===== src/rtl/pwm_pkg.sv =====
// Shared constants and types for the PWM ramp scheduler and its step unit.
package pwm_pkg;

   localparam int unsigned LEVEL_W = 8;
   localparam int unsigned STEP_W  = 4;

   typedef enum logic [0:0] {
      StIdle,
      StUpdate
   } state_e;

   typedef logic [LEVEL_W-1:0] level_t;
   typedef logic [STEP_W-1:0]  step_t;

endpackage


===== src/rtl/pwm_ramp_step.sv =====
// Saturating step-toward-target: moves a level by at most i_step toward
// i_target without overshooting. A zero step jumps straight to the target.
module pwm_ramp_step #(
   parameter int unsigned LEVEL_W = pwm_pkg::LEVEL_W
) (
   input  logic [LEVEL_W-1:0] i_level,
   input  logic [LEVEL_W-1:0] i_target,
   input  pwm_pkg::step_t     i_step,
   output logic [LEVEL_W-1:0] o_level
);
   import pwm_pkg::*;

   localparam int unsigned WideW = LEVEL_W + 1;

   logic [LEVEL_W:0] w_sum;
   logic [LEVEL_W:0] w_diff;
   logic [LEVEL_W:0] w_target_wide;

   // One extra bit so the sum cannot wrap and the difference exposes a borrow.
   assign w_target_wide = {1'b0, i_target};
   assign w_sum         = {1'b0, i_level} + WideW'(i_step);
   assign w_diff        = {1'b0, i_level} - WideW'(i_step);

   always_comb begin
      o_level = i_level;
      if (i_step == '0) begin
         o_level = i_target;
      end else if (i_level < i_target) begin
         o_level = (w_sum > w_target_wide) ? i_target : w_sum[LEVEL_W-1:0];
      end else if (i_level > i_target) begin
         o_level = (w_diff[LEVEL_W] || (w_diff < w_target_wide)) ? i_target
                                                                : w_diff[LEVEL_W-1:0];
      end
   end

endmodule


===== src/rtl/pwm_ramp_scheduler.sv =====
// Per-channel level ramping: once per PWM period, channels are walked one per
// cycle through a single shared step unit toward their host-written targets.
module pwm_ramp_scheduler #(
   parameter int unsigned NUM_CH   = 3,
   parameter int unsigned LEVEL_W  = pwm_pkg::LEVEL_W,
   parameter int unsigned TICK_DIV = 255,
   localparam int unsigned CH_W    = (NUM_CH > 1) ? $clog2(NUM_CH) : 1
) (
   input  logic                      clk,
   input  logic                      reset_n,
   input  logic                      cfg_valid,
   output logic                      cfg_ready,
   input  logic [CH_W-1:0]           cfg_ch,
   input  logic [LEVEL_W-1:0]        cfg_target,
   input  pwm_pkg::step_t            cfg_step,
   output logic [NUM_CH*LEVEL_W-1:0] level_out,
   output logic [NUM_CH-1:0]         busy,
   output logic                      period_start
);
   import pwm_pkg::*;

   localparam int unsigned CntW = (TICK_DIV > 1) ? $clog2(TICK_DIV) : 1;

   logic [CntW-1:0]    r_tick_cnt;
   state_e             r_state;
   logic [CH_W-1:0]    r_ch_idx;
   logic [LEVEL_W-1:0] r_level  [NUM_CH];
   logic [LEVEL_W-1:0] r_target [NUM_CH];
   step_t              r_step   [NUM_CH];

   logic               w_tick;
   logic               w_cfg_fire;
   logic [LEVEL_W-1:0] w_next_level;

   assign w_tick       = (r_tick_cnt == CntW'(TICK_DIV - 1));
   assign period_start = w_tick && reset_n;
   assign cfg_ready    = (r_state == StIdle) && reset_n;
   // Out-of-range channels are accepted but never written.
   assign w_cfg_fire   = cfg_valid && cfg_ready && (32'(cfg_ch) < NUM_CH);

   pwm_ramp_step #(
      .LEVEL_W (LEVEL_W)
   ) u_step (
      .i_level  (r_level[r_ch_idx]),
      .i_target (r_target[r_ch_idx]),
      .i_step   (r_step[r_ch_idx]),
      .o_level  (w_next_level)
   );

   always_comb begin
      level_out = '0;
      busy      = '0;
      for (int k = 0; k < NUM_CH; k++) begin
         level_out[k*LEVEL_W +: LEVEL_W] = r_level[k];
         busy[k]                         = (r_level[k] != r_target[k]);
      end
   end

   always_ff @(posedge clk) begin
      if (!reset_n) begin
         r_tick_cnt <= '0;
         r_state    <= StIdle;
         r_ch_idx   <= '0;
         for (int k = 0; k < NUM_CH; k++) begin
            r_level[k]  <= '0;
            r_target[k] <= '0;
            r_step[k]   <= '0;
         end
      end else begin
         r_tick_cnt <= w_tick ? '0 : r_tick_cnt + 1'b1;
         if (w_cfg_fire) begin
            r_target[cfg_ch] <= cfg_target;
            r_step[cfg_ch]   <= cfg_step;
         end
         unique case (r_state)
            StIdle: begin
               if (w_tick) begin
                  r_state  <= StUpdate;
                  r_ch_idx <= '0;
               end
            end
            StUpdate: begin
               r_level[r_ch_idx] <= w_next_level;
               if (r_ch_idx == CH_W'(NUM_CH - 1)) begin
                  r_state  <= StIdle;
                  r_ch_idx <= '0;
               end else begin
                  r_ch_idx <= r_ch_idx + 1'b1;
               end
            end
            default: r_state <= StIdle;
         endcase
      end
   end

endmodule

===== config.mk =====
export PLATFORM = sky130hd
export DESIGN_NAME = pwm_ramp_scheduler
export DESIGN_NICKNAME = d
export VERILOG_FILES = /design/src/rtl/pwm_pkg.sv /design/src/rtl/pwm_ramp_step.sv /design/src/rtl/pwm_ramp_scheduler.sv
export SDC_FILE = /design/constraint.sdc
export NUM_CORES = 1
export LEC_CHECK = 0
export BUFFER_PORTS_ARGS = -buffer_cell sky130_fd_sc_hd__buf_4
export CELL_PAD_IN_SITES_DETAIL_PLACEMENT = 1
export CELL_PAD_IN_SITES_GLOBAL_PLACEMENT = 2
export CORE_UTILIZATION = 32
export DETAILED_ROUTE_END_ITERATION = 6
export PLACE_DENSITY = 0.65
export SETUP_SLACK_MARGIN = 0.1
export SYNTH_ARGS = -nofsm -noshare
export SYNTH_HDL_FRONTEND = slang
export SYNTH_HIERARCHICAL = 1
export SYNTH_SLANG_ARGS = --single-unit

===== constraint.sdc =====
create_clock -name clk -period 4.8 [get_ports clk]
set_clock_uncertainty 0.15 [all_clocks]
set_input_delay 0.48 -clock clk [delete_from_list [all_inputs] [get_ports clk]]
set_output_delay 0.48 -clock clk [all_outputs]
set_load 0.01 [all_outputs]

==> impl_metrics.ini, run 1 <==
[run_status]
outcome = finished clean

[clocking]
root_buffer = clkbuf_16
cts_tree = done
clk_latency_ps = 360
clockBufferDepth = 2
cts.sinks = 93
clkTransAtPathRegs_ps = 80
cts-buffers-inserted = 9
ctsHtreeMaxLevel = 3

[layout]
multiInputGateArea_um2 = 2960
post-route-util = 0.420
seq_area_um2 = 2660
design_area_um2 = 7070
antenna_cells = 0
fin_nets = 620
stdcell_count = 793
layout-area-overhead-vs-synth_pct = 26.2
nFillCells = 1854
drive_above_1_share = 0.330

[logic_synthesis]
synth_top_cell_by_area = edfxtp_1
yosysTopAreaCellShare = 0.429
ys_warn_count = 6
postSynth.asyncResetShare = 0
synth_area_leaders = edfxtp_1 (43%), mux4_2 (8.0%), ha_1 (7.4%), and2_1 (6.5%), dfxtp_1 (4.6%)
synth_cell_type_count = 71
synth_cells = 460
ys_ff_latch = 93
synth_seq_area_share = 0.476
syn-cell-area_um2 = 5600
synth-edff-count = 80
synthFlopType = edfxtp_1
syn_area_per_cell_um2 = 12.2

[floorplan]
initial_utilization = 0.333
die_w_um = 134
die_area_um2 = 18000
fp.coreArea_um2 = 16800
die_h_um = 134
fp-row-count = 47
io_pins = 46

[drt]
wl_per_cell_um = 22.6
vias_per_cell = 5.22
drc = 0
first_pass_iters = 4
drt-initial-drc-count = 262
ant_nets = 0
wirelength_mm = 17.9
vias = 4137

[power]
ir_worst_vdd_uv = 173
cellLeakagePower_nw = 2.73
p_per_area_nw_per_um2 = 298
power_mw = 2.11

[timing]
finalCritPeriodShare = 0.972
worst_pin_slew_ps = 1070
hold_viol = 0
max_freq_mhz = 214
rsz0062_at_grt = yes
setup_viol = 0
relSlewSlack = 0.285
final_max_slew_viol_count = 0
worst_slack_ps = 136
fin_crit_ps = 4660

[placed_design]
place_inst = 756
gp_congestion = 0.834
dpl.hpwl_mm = 13.5
port_buffers = 45
dpl_cell_area_um2 = 6430
place_ws_ps = -150

[min_path]
hp-class = in -> reg

[global_route]
overflow = 0
grt_max_degree = 21
antenna_found_initial = 0
grt_use_total = 0.201
grt_pass1_vias = 4267
grt_pass1_wl_mm = 26.1

[worst_setup_path]
critPathArrivalTime_ps = 4620
required_ps = 4760
critPathLaunchType = flip-flop
critPathKind = reg -> reg
crit_fanout = 7
end_kind = flip-flop

[run]
maxCapViolations = 0
==> synth_stat cells, types with 6 or more instances <==
cell type  number
ha_1           33
o21ai_0        15
nand4_1         6
mux4_2         20
nor2_1         18
nand3_1        13
nand2_1        25
inv_1          23
a21oi_1        18
dfxtp_1        13
xor2_1         29
nor3_1          6
nor4_1          7
edfxtp_1       80
xnor2_1         9
buf_6           6
and2_1         58
==> cell families (layout without fill, tap and decap cells) <==
family,count (synthesis),count (layout),share of synthesized area
xor gates and xnor gates,38,38,0.0595
other,1,12,0.000670
adders and majority gates,35,35,0.0809
AOI/OAI and AO/OA,73,73,0.0925
muxes,21,21,0.0823
buffers and inverters,37,139,0.0342
DFF,93,93,0.476
and+or+nand+nor,162,162,0.174
==> cells in the final DEF (no fill, tap or decap), types with 13 or more instances in the layout <==
cell and instances:
inv_1 20, ha_1 32, a21oi_1 13, nand3_1 13, mux4_2 20, xor2_1 28
nor2_1 15, buf_4 94, edfxtp_1 80, and2_1 58, nand2_1 25
==> metrics by stage <==
step                      TNS (ps)  hold WS, ps
after floorplan                  0          280
after global placement       -1290          296
after detailed placement     -1650          312
after CTS                        0          158
after global routing         -70.1          164
final                            0          166
==> state kept, by name (all words and copies together), names as in the netlist, named ones only <==
register and flops:
r_step 16, r_state 1, r_target 32, r_ch_idx 2
r_level 32, r_tick_cnt 8
==> power by group <==
part	leakage, nW	switching [mW]	internal [mW]	total (mW)
sequential	0.879	0.0396	0.928	0.967
combinational	1.71	0.242	0.197	0.439
clock	0.141	0.337	0.363	0.700
total	2.73	0.619	1.49	2.11
==> worst paths after layout <==
kind	start	endpoint	slack, ps	cells after the start
hold / removal	cfg_step[0]	r_step[3][0]	170	1
setup reg to reg	flip-flop	r_level[1][7]	140	19
setup / recovery	flip-flop	r_level[1][7]	140	19
hold reg to reg	r_tick_cnt[0]	r_tick_cnt[0]	320	1
==> layout make-up <==
cell class / count / area share
clock inverter: 7 / 0.00939
timing repair buffer: 99 / 0.111
inverter: 24 / 0.0131
clock buffer: 9 / 0.0319
multi-input combinational: 341 / 0.419
tap: 220 / 0.0390
sequential: 93 / 0.377
==> metal layers <==
| metal | GRT usage | part of all wire | vias to the layer above |
|---|---|---|---|
| met1 | 0.259 | 0.44 | 2117 |
| met3 | 0.0317 | 0.037 | 18 |
| li1 | - | - | 1914 |
| met5 | 0 | 0 | - |
| met2 | 0.341 | 0.51 | 88 |
| met4 | 0.0699 | 0.019 | 0 |
==> critical path: stages, from the launching register on <==
cell      delay, ps
dfxtp_2         340
buf_12          130
buf_8           130
mux4_2          550
inv_2           100
ha_4            200
inv_2            50
a21oi_2          60
or3_4           420
a21oi_2         180
xor2_1          240
ha_1            280
and3_4          170
nor3b_4         160
a211o_2         280
and4_4          220
buf_4           140
a221oi_1        260
o21ai_1         180
and2_1          170
==> timing repair <==
action	4_1_cts	5_1_grt
gates resized for setup	13	34
endpoints found under the setup margin	28	31
buffers inserted	6	15
pin swaps	3	17
hold buffers	0	0
gates cloned	0	0
Note: power is estimated with default switching activity, not from simulation.
==> inputs of run 2 (changes only) <==
--- a/config.mk
+++ b/config.mk
@@ -10,9 +10,8 @@
 export CELL_PAD_IN_SITES_GLOBAL_PLACEMENT = 2
 export CORE_UTILIZATION = 32
 export DETAILED_ROUTE_END_ITERATION = 6
-export PLACE_DENSITY = 0.65
+export PLACE_DENSITY = 0.66
 export SETUP_SLACK_MARGIN = 0.1
 export SYNTH_ARGS = -nofsm -noshare
 export SYNTH_HDL_FRONTEND = slang
-export SYNTH_HIERARCHICAL = 1
 export SYNTH_SLANG_ARGS = --single-unit
==> run 2 against run 1 <==
Against the previous run: cell area up 2.0%; worst setup slack got worse by 33 ps; sequential share of layout area is 0.71 points lower; fmax is 0.70% lower.
==> impl_metrics.ini, run 2 <==
[clocking]
root_buffer = clkbuf_16
cts_tree = done
clkTransAtPathRegs_ps = 60
ctsHtreeMaxLevel = 3
cts-buffers-inserted = 9
cts.sinks = 93
hold_buffers = 0
clk_latency_ps = 340
clockBufferDepth = 2

[placed_design]
port_buffers = 45
gp_congestion = 0.884
dpl_cell_area_um2 = 6470
dpl.hpwl_mm = 13.0
place_ws_ps = -244

[logic_synthesis]
yosysMostFrequentCell = edfxtp_1
synthFlopType = edfxtp_1
ys_warn_count = 0
synth_top_cell_by_area = edfxtp_1
synth_cells = 471
synth_area_leaders = edfxtp_1 (43%), mux4_2 (8.1%), ha_1 (7.5%), xor2_1 (4.7%), dfxtp_1 (4.7%)
syn_area_per_cell_um2 = 11.7
syn-cell-area_um2 = 5530
synth-edff-count = 80
yosysTopAreaCellShare = 0.434
synth_seq_area_share = 0.481
ys_ff_latch = 93
synth_common_cells = edfxtp_1 (80), and2_1 (40), a21oi_1 (36), ha_1 (33), nor2_1 (31)
synth_cell_type_count = 58
postSynth.asyncResetShare = 0

[timing]
rsz0062_at_grt = yes
finalCritPeriodShare = 0.979
worst_pin_slew_ps = 1010
hold_viol = 0
fin_crit_ps = 4700
max_freq_mhz = 213
final_max_slew_viol_count = 0
worst_slack_ps = 103
relSlewSlack = 0.324
setup_viol = 0

[run_status]
outcome = finished clean

[power]
p_sw_mw = 0.561
clkPwrFrac = 0.337
intPower_mw = 1.50
swShare = 0.272
p_per_area_nw_per_um2 = 287
power_frac_comb = 0.208
ir_worst_vdd_uv = 257
cellLeakagePower_nw = 2.82
pwr-share-seq = 0.455

[layout]
layout-area-overhead-vs-synth_pct = 30.2
antenna_cells = 0
seq_area_um2 = 2670
nFillCells = 1837
mostFrequentLayoutCells = buf_4 (102), edfxtp_1 (80), and2_1 (40), xor2_1 (30), nor2_1 (29)
top_regs = r_level x32, r_target x32, r_step x16
multiInputGateArea_um2 = 3050
design_area_um2 = 7200
fin_nets = 639
final_common_cell = buf_4
drive_above_1_share = 0.327

[worst_setup_path]
critPathLaunchType = flip-flop
rr_worst_depth = 17
crit_fanout = 4
end_kind = flip-flop
critPathArrivalTime_ps = 4610
required_ps = 4710
critPathKind = reg -> reg

[min_path]
hp-class = in -> reg
hold_depth = 1

[floorplan]
die_w_um = 133
die_h_um = 133
initial_utilization = 0.330
die_area_um2 = 17800
io_pins = 46
fp-row-count = 47
fp.coreArea_um2 = 16800

[global_route]
overflow = 0
grt_use_total = 0.199
grt_pass1_wl_mm = 26.1
antenna_found_initial = 0
grt_pass1_vias = 4455
grt_max_degree = 16

[drt]
drc = 0
ant_nets = 0
vias = 4212
first_pass_iters = 5
wirelength_mm = 17.3
drt-initial-drc-count = 191
wl_per_cell_um = 21.4
vias_per_cell = 5.19

[run]
maxCapViolations = 0
## run 2: cell count changes after synthesis, sizes merged, moves of 4 or more
cell and delta:
and2 -20, a21oi +17, nor2 +14, o31ai +7, clkbuf +5, nand2b +5
o21ai -5, nand3 -4
## run 2: worst max-delay path, stage by stage (launching register included)
cell	delay, ps
dfxtp_2	340
buf_6	110
mux4_2	560
inv_2	110
ha_4	130
inv_1	50
fa_2	350
a21o_1	250
a2111oi_4	360
xnor2_1	140
ha_1	350
a2111oi_4	340
o21ai_2	150
o221ai_4	290
nor2_4	80
a222oi_1	380
buf_4	200
a21oi_1	80
## run 2: cells by family after synthesis
family	after synthesis	synth area share
flops	93	0.481
compound gates	92	0.115
mux	21	0.0832
simple gates	153	0.148
buf+inv	36	0.0267
fa+ha+maj	35	0.0819
xor+xnor	40	0.0633
other cells	1	0.000678
## run 2: through the flow
| step | instances | hold slack (ps) | setup TNS (ps) | total power, mW | util |
|---|---|---|---|---|---|
| global placement | 775 | 306 | -86.6 | 1.29 | 0.386 |
| global route | 811 | 171 | -475 | 2.15 | 0.430 |
| detailed placement | 775 | 318 | -4420 | 1.30 | 0.386 |
| finish | 811 | 181 | 0 | 2.06 | 0.430 |
| CTS | 803 | 171 | 0 | 2.04 | 0.416 |
| floorplan | 482 | 287 | 0 | 1.15 | - |
## run 2: repair_timing
item / CTS / global route
endpoints found under the setup margin: 32 / 32
setup buffers: 13 / 8
pin swaps: 12 / 18
resized for setup: 25 / 35
## run 2: power by group through the flow
stage / Combinational [mW] / Sequential (mW) / Clock [mW]
after floorplan: 0.202 / 0.950 / 0
after global placement: 0.336 / 0.955 / 0
after detailed placement: 0.342 / 0.956 / 0
after CTS: 0.385 / 0.939 / 0.711
after global routing: 0.465 / 0.941 / 0.742
final: 0.430 / 0.939 / 0.695
## run 2: per-layer routing
layer	GRT usage	wire, um	up-vias	share of wire
met5	0	0	-	0
met4	0.0694	429	0	0.025
met3	0.0217	382	27	0.022
met2	0.353	8830	74	0.51
met1	0.249	7700	2133	0.44
li1	-	-	1978	-
## run 2: path summary, 6_finish.rpt
kind | slack, ps | startpoint | to
max reg2reg | 100 | flip-flop | r_level[1][7]
min reg2reg | 320 | r_tick_cnt[0] | r_tick_cnt[0]
max | 100 | flip-flop | r_level[1][7]
min | 180 | cfg_step[3] | r_step[3][3]
## run 2: final cells by class
type | instances | area share
Clock buffer | 9 | 0.0313
Clock inverter | 6 | 0.00851
Inverter | 21 | 0.0109
Multi-Input combinational cell | 353 | 0.423
Sequential cell | 93 | 0.370
Tap cell | 220 | 0.0382
Timing Repair Buffer | 109 | 0.118
==> inputs of run 3 (changes only) <==
--- a/config.mk
+++ b/config.mk
@@ -15,3 +15,4 @@
 export SYNTH_ARGS = -nofsm -noshare
 export SYNTH_HDL_FRONTEND = slang
 export SYNTH_SLANG_ARGS = --single-unit
+export TNS_END_PERCENT = 100
==> constraint.sdc (replaced) <==
create_clock -name clk -period 3.8 [get_ports clk]
set_clock_uncertainty 0.15 [all_clocks]
set_input_delay 0.38 -clock clk [delete_from_list [all_inputs] [get_ports clk]]
set_output_delay 0.38 -clock clk [all_outputs]
set_load 0.01 [all_outputs]
==> run 3 against run 2 <==
Against the previous run: the run now ends with negative setup slack left; total power increased by 31%; critical endpoint unchanged; fmax increased by 4.1%; highest routed layer unchanged; largest power group unchanged; largest cell class unchanged; cell count increased by 7.0%.
==> impl_metrics.ini, run 3 (same netlist as run 2, synthesis figures left out) <==
[run_status]
outcome = complete, but fails checks
violations = negative setup slack

[layout]
design_area_um2 = 7750
post-route-util = 0.462
layout-area-overhead-vs-synth_pct = 40.0
top_regs = r_level x32, r_target x32, r_step x16
final_common_cell = buf_4
drive_above_1_share = 0.415
mostFrequentLayoutCells = buf_4 (156), edfxtp_1 (80), and2_1 (40), xor2_1 (30), ha_1 (29)
fin_nets = 695
antenna_cells = 0

[clocking]
clk_latency_ps = 350
hold_buffers = 0
cts.sinks = 93
cts_tree = done
clkTransAtPathRegs_ps = 70
cts-buffers-inserted = 9
clockBufferDepth = 2
root_buffer = clkbuf_16
ctsHtreeMaxLevel = 3

[floorplan]
fp.coreArea_um2 = 16800
die_w_um = 133
die_h_um = 133
initial_utilization = 0.330
die_area_um2 = 17800
fp-row-count = 47
io_pins = 46

[global_route]
grt_use_total = 0.212
grt_pass1_wl_mm = 27.9
grt_max_degree = 17
grt_pass1_vias = 4862
overflow = 0
antenna_found_initial = 0

[worst_setup_path]
crit_fanout = 5
critPathLaunchType = flip-flop
critPathKind = reg -> reg
critPathArrivalTime_ps = 4430
rr_endpoint = r_level[1][7]
end_kind = flip-flop
required_ps = 3720
ff2ff_setup_slack_ps = -710
rr_worst_depth = 16

[drt]
wirelength_mm = 18.1
vias_per_cell = 5.12
first_pass_iters = 4
ant_nets = 0
drc = 0
drt-initial-drc-count = 185
vias = 4443
wl_per_cell_um = 20.8

[placed_design]
gp_congestion = 0.869
place_ws_ps = -981
dpl.hpwl_mm = 14.4
port_buffers = 45
dpl_cell_area_um2 = 7020

[timing]
finalCritPeriodShare = 1.19
rsz0062_at_grt = yes
holdWs_ps = 75.1
setup_viol = 32
fin_crit_ps = 4510
worst_pin_slew_ps = 1020
hold_viol = 0
final_max_slew_viol_count = 0
worst_slack_ps = -712
max_freq_mhz = 222
relSlewSlack = 0.313

[min_path]
hold_depth = 1
hp-start = cfg_target[2]
hp-class = in -> reg
hold_end = r_target[3][2]

[power]
cellLeakagePower_nw = 3.12
power_mw = 2.71
ir_worst_vdd_uv = 288
p_per_area_nw_per_um2 = 350

[run]
maxCapViolations = 0
-- run 3: critical path, cell delays in order, from the launching register on --
cell       delay (ps)
dfxtp_4           410
mux4_2            580
inv_2             110
ha_4              140
inv_2              30
fa_2              350
a21o_4            230
a2111oi_4         340
xnor2_1           130
ha_1              330
a2111oi_4         330
o21ai_2           150
o221ai_4          270
nor2_2             90
a222oi_1          330
buf_4             200
a21oi_2            50
-- run 3: report_power, final --
group	switching [mW]	internal (mW)
logic	0.333	0.288
clock network	0.394	0.512
registers	0.0255	1.16
total	0.753	1.96
-- run 3: timing repair --
item,CTS,global route
hold endpoints to repair,0,0
pin swaps,27,22
endpoints found under the setup margin,32,32
buffers inserted,8,6
gates cloned,0,0
resized for setup,48,19
-- run 3: through the flow --
step                      setup TNS, ps  std cells
after floorplan                  -19630        482
after global placement           -28600        838
after detailed placement         -29340        838
after CTS                        -22510        862
after global routing             -26020        868
final                            -20850        868
-- run 3: area by class of cell --
class                      count  area, um2
sequential                    93       2670
clock inverter                 7       72.6
clock buffer                   9        225
timing repair buffer         165       1300
multi-input combinational    353       3130
tap                          220        275
inverter                      21       78.8
fill                        1782       9010
-- run 3: how the worst max path moves through the flow --
| stage | from | endpoint | slack, ps | cells after the start |
|---|---|---|---|---|
| after floorplan | flip-flop | r_level[0][7] | -720 | 17 |
| after global placement | flip-flop | r_level[0][1] | -970 | 18 |
| after detailed placement | flip-flop | r_level[2][5] | -980 | 18 |
| after CTS | flip-flop | r_level[1][7] | -750 | 18 |
| after global routing | flip-flop | r_level[2][1] | -870 | 18 |
| final | flip-flop | r_level[1][7] | -710 | 16 |
-- run 3: routing by layer --
| layer | track usage | up-vias | part of all wire |
|---|---|---|---|
| li1 | - | 2093 | - |
| met1 | 0.262 | 2267 | 0.44 |
| met2 | 0.383 | 66 | 0.52 |
| met3 | 0.0251 | 17 | 0.021 |
| met4 | 0.0676 | 0 | 0.017 |
| met5 | 0 | - | 0 |
